`config.mk`:
```
export PLATFORM = sky130hd
export DESIGN_NAME = instrumented_adder_seq
export DESIGN_NICKNAME = d
export VERILOG_FILES = /design/src/rtl/instrumented_adder_seq.sv
export SDC_FILE = /design/constraint.sdc
export NUM_CORES = 1
export LEC_CHECK = 0
export CAP_MARGIN = 20
export CORE_MARGIN = 5
export CORE_UTILIZATION = 47
export DETAILED_ROUTE_END_ITERATION = 8
export PLACE_DENSITY = 0.8
export SLEW_MARGIN = 20
export SYNTH_ARGS = -nofsm -noshare
export SYNTH_HDL_FRONTEND = slang
export SYNTH_SLANG_ARGS = --single-unit
```
`constraint.sdc`:
```
create_clock -name wb_clk_i -period 3.3 [get_ports wb_clk_i]
set_clock_uncertainty 0.15 [all_clocks]
set_input_delay 0.99 -clock wb_clk_i [delete_from_list [all_inputs] [get_ports wb_clk_i]]
set_output_delay 0.99 -clock wb_clk_i [all_outputs]
set_load 0.1 [all_outputs]
```
`src/rtl/instrumented_adder_seq.sv`:
```
// Measurement sequencer: clears an external toggle counter, enables the adder loop for a
// programmed window, waits for the counter to settle, then captures the count.
module instrumented_adder_seq #(
  parameter int CNT_W  = 32,
  parameter int SETTLE = 2
) (
  input  logic             wb_clk_i,
  input  logic             wb_rst_i,
  input  logic             start,
  input  logic             abort,
  input  logic [CNT_W-1:0] run_cycles,
  input  logic [CNT_W-1:0] count_in,
  output logic             counter_clr,
  output logic             adder_en,
  output logic             ready,
  output logic             done,
  output logic             aborted,
  output logic [CNT_W-1:0] result
);

  typedef enum logic [2:0] {
    ST_IDLE,
    ST_CLEAR,
    ST_RUN,
    ST_SETTLE,
    ST_CAPTURE
  } state_t;

  localparam logic [3:0] SETTLE_LAST = 4'(SETTLE - 1);

  state_t           state_reg, state_next;
  logic [CNT_W-1:0] run_cnt_reg, run_cnt_next;
  logic [3:0]       settle_cnt_reg, settle_cnt_next;
  logic             done_reg, done_next;
  logic             aborted_reg, aborted_next;
  logic [CNT_W-1:0] result_reg, result_next;
  logic             counter_clr_reg, adder_en_reg, ready_reg;

  always_comb begin
    state_next      = state_reg;
    run_cnt_next    = run_cnt_reg;
    settle_cnt_next = settle_cnt_reg;
    done_next       = done_reg;
    aborted_next    = aborted_reg;
    result_next     = result_reg;

    case (state_reg)
      ST_IDLE: begin
        // abort is deliberately not looked at here, so start wins when both are high
        if (start) begin
          state_next   = ST_CLEAR;
          run_cnt_next = run_cycles;
          done_next    = 1'b0;
          aborted_next = 1'b0;
        end
      end
      ST_CLEAR: begin
        settle_cnt_next = '0;
        state_next      = (run_cnt_reg == '0) ? ST_SETTLE : ST_RUN;
      end
      ST_RUN: begin
        // The down-counter stops at zero on the last enable cycle; it never wraps.
        settle_cnt_next = '0;
        run_cnt_next    = run_cnt_reg - CNT_W'(1);
        if (run_cnt_reg == CNT_W'(1)) state_next = ST_SETTLE;
      end
      ST_SETTLE: begin
        if (settle_cnt_reg == SETTLE_LAST) state_next = ST_CAPTURE;
        else settle_cnt_next = settle_cnt_reg + 4'd1;
      end
      ST_CAPTURE: begin
        state_next  = ST_IDLE;
        result_next = count_in;
        done_next   = 1'b1;
      end
      default: state_next = ST_IDLE;
    endcase

    if (abort && (state_reg == ST_CLEAR || state_reg == ST_RUN || state_reg == ST_SETTLE)) begin
      state_next   = ST_IDLE;
      aborted_next = 1'b1;
    end
  end

  // Strobes are registered from the next state so they line up with the state they describe.
  always_ff @(posedge wb_clk_i) begin
    if (wb_rst_i) begin
      state_reg       <= ST_IDLE;
      run_cnt_reg     <= '0;
      settle_cnt_reg  <= '0;
      done_reg        <= 1'b0;
      aborted_reg     <= 1'b0;
      result_reg      <= '0;
      counter_clr_reg <= 1'b0;
      adder_en_reg    <= 1'b0;
      ready_reg       <= 1'b1;
    end else begin
      state_reg       <= state_next;
      run_cnt_reg     <= run_cnt_next;
      settle_cnt_reg  <= settle_cnt_next;
      done_reg        <= done_next;
      aborted_reg     <= aborted_next;
      result_reg      <= result_next;
      counter_clr_reg <= (state_next == ST_CLEAR);
      adder_en_reg    <= (state_next == ST_RUN);
      ready_reg       <= (state_next == ST_IDLE);
    end
  end

  assign counter_clr = counter_clr_reg;
  assign adder_en    = adder_en_reg;
  assign ready       = ready_reg;
  assign done        = done_reg;
  assign aborted     = aborted_reg;
  assign result      = result_reg;

endmodule

```
==> out/metrics.yaml <==
clock_tree:
  h-tree-depth: 3
  tritoncts: "built"
  numClockSinks: 76
  cts-resized-gates: 0
  cts_buffer_depth: 2
  cts_setup_buffers: 0
  cts_buffers: 9
  cts_hold_buf: 0
  clk_latency_ps: 350
  root_buffer: "clkbuf_8"
  path_clk_slew_ps: 80
synthesis:
  avgSynthCellArea_um2: 7.912
  yosys-top-cells-area: "dfxtp_1 44%, nand2_1 11%, a21oi_1 8.1%"
  syn-instance-count: 436
  synth.most_common_cell: "nand2_1"
  yosysTopAreaCell: "dfxtp_1"
  yosysTopAreaCellShare: 0.4411
  synth-seq-area-share: 0.4411
  ys_async_sr_fraction: 0
  yosys_warnings: 0
  syn_area_um2: 3450
  synth_fp_nets: 509
  synthTopCellsByCount: "98 x nand2_1, 76 x dfxtp_1, 56 x a21oi_1"
  synth_edf_count: 0
  synth_cell_types: 51
  synth_flop_cell: "dfxtp_1"
  ys_ff_latch: 76
detailed_routing:
  first_pass_iters: 4
  drt-total-wl_um: 9468
  drcViolationCount: 0
  vias: 3513
  avgViaCountPerCell: 5.515
  ant_nets: 0
  wl_per_cell_um: 14.86
  drt_iter0_drc: 157
cells_and_area:
  fillers: 647
  n_antenna_cell: 0
  layout.nets: 606
  final_layout_size_suffix_gt1_frac: 0.1561
  area_delta_synth_final_pct: 36.92
  utilization: 0.6547
  final_area_um2: 4723
  final_cells: 637
global_routing:
  grt_pass1_vias: 3290
  grt_overflow: 0
  grt_pass1_wl_um: 14990
  grt_use_total: 0.2045
  antenna_found_initial: 0
  grt_max_degree: 34
setup_path:
  end_kind: "flop"
  path_class: "flop to flop"
  cp-start-kind: "flop"
  crit_arrival_ps: 2820
  path_max_fanout: 12
  critPathRequiredTime_ps: 3390
placed_design:
  dp_hpwl_um: 6664
  placed_area_um2: 4498
  place_ws_ps: 277.5
  dp.cells: 621
  gp_congestion: 0.8319
  portBuffers: 104
sta:
  final.setup.tns_ps: 0
  min_period_ps: 2732
  hold_viol_final: 0
  slew_headroom: 0.3093
  fmax_mhz: 366.1
  timing_max_transition_violations_final: 0
  tightest_slew_ps: 1034
  setup_viol: 0
  post-route-period-util: 0.8278
  postLayoutSetupSlackWorst_ps: 568.2
  grt_setup_unrepaired: "false"
power_and_ir_drop:
  ir_worst_vdd_mv: 0.2434
  p_leak_nw: 1.698
  powerDensity_nw_per_um2: 451.9
floorplan:
  die_width_um: 95.67
  num_rows: 31
  die_area_um2: 9153
  core_area_um2: 7214
  die_h_um: 95.67
  io_pins: 105
  initial_core_util: 0.4781
status:
  outcome: "complete, no violations"
run:
  cap_violations: 0
hold_path:
  hp-class: "flop to flop"
==> power by group <==
| group | internal, mW | switching [mW] |
|---|---|---|
| Clock | 0.435 | 0.369 |
| Combinational | 0.164 | 0.180 |
| Sequential | 0.951 | 0.0349 |
==> critical path, cell delays in order, from the launching register on <==
cell and delay [ps]:
dfxtp_1 380, nor4_2 590, nand4_1 580, nor4_1 500, nor3_1 70, a2111oi_0 350
==> metal layers <==
| metal | up-vias | part of all wire | track usage |
|---|---|---|---|
| met5 | - | 0 | 0 |
| met4 | 0 | 0.012 | 0.05687 |
| met3 | 9 | 0.082 | 0.05762 |
| met2 | 123 | 0.46 | 0.3492 |
| met1 | 1617 | 0.44 | 0.2507 |
| li1 | 1764 | - | - |
==> through the flow <==
stage / hold WS, ps / power [mW]
floorplan: 293.4 / 1.196
global placement: 292.0 / 1.339
detailed placement: 298.1 / 1.347
CTS: 310.5 / 2.143
global route: 330.2 / 2.229
finish: 305.6 / 2.134
==> cell usage in the layout (no fill, tap or decap), types with 9 or more instances in the layout <==
cell,count
nor3_1,18
a31oi_1,9
clkdlybuf4s50_1,66
dfxtp_1,76
nor2_1,29
nand2_1,98
buf_4,48
a21oi_1,56
nand3_1,9
clkbuf_8,9
nor4_1,14
==> final timing paths <==
check / start / end / slack [ps] / cells after the start
min reg2reg: result[22] / result[22] / 310 / 2
max: run_cnt_reg[5] / run_cnt_reg[19] / 570 / 5
min: result[22] / result[22] / 310 / 2
max reg2reg: run_cnt_reg[5] / run_cnt_reg[19] / 570 / 5
==> cell families (layout without fill, tap and decap cells) <==
kind of cell	count (synthesis)	after routing	share of synthesized area
AOI/OAI and AO/OA	109	109	0.1951
xor gates and xnor gates	3	3	0.007618
adders and majority gates	5	5	0.01814
buffers and inverters	33	135	0.03627
DFF	76	76	0.4411
muxes	6	6	0.01922
and+or+nand+nor	204	204	0.2826
==> final cells by class <==
cell class	instances	area, um2	area share
Timing Repair Buffer	115	1026	0.2172
Inverter	4	15.01	0.003179
Sequential cell	76	1521	0.3221
Multi-Input combinational cell	327	1813	0.3838
Tap cell	99	123.9	0.02623
Clock buffer	10	127.6	0.02702
Clock inverter	6	96.34	0.02040
No activity file was read; power rests on OpenSTA's default activity.
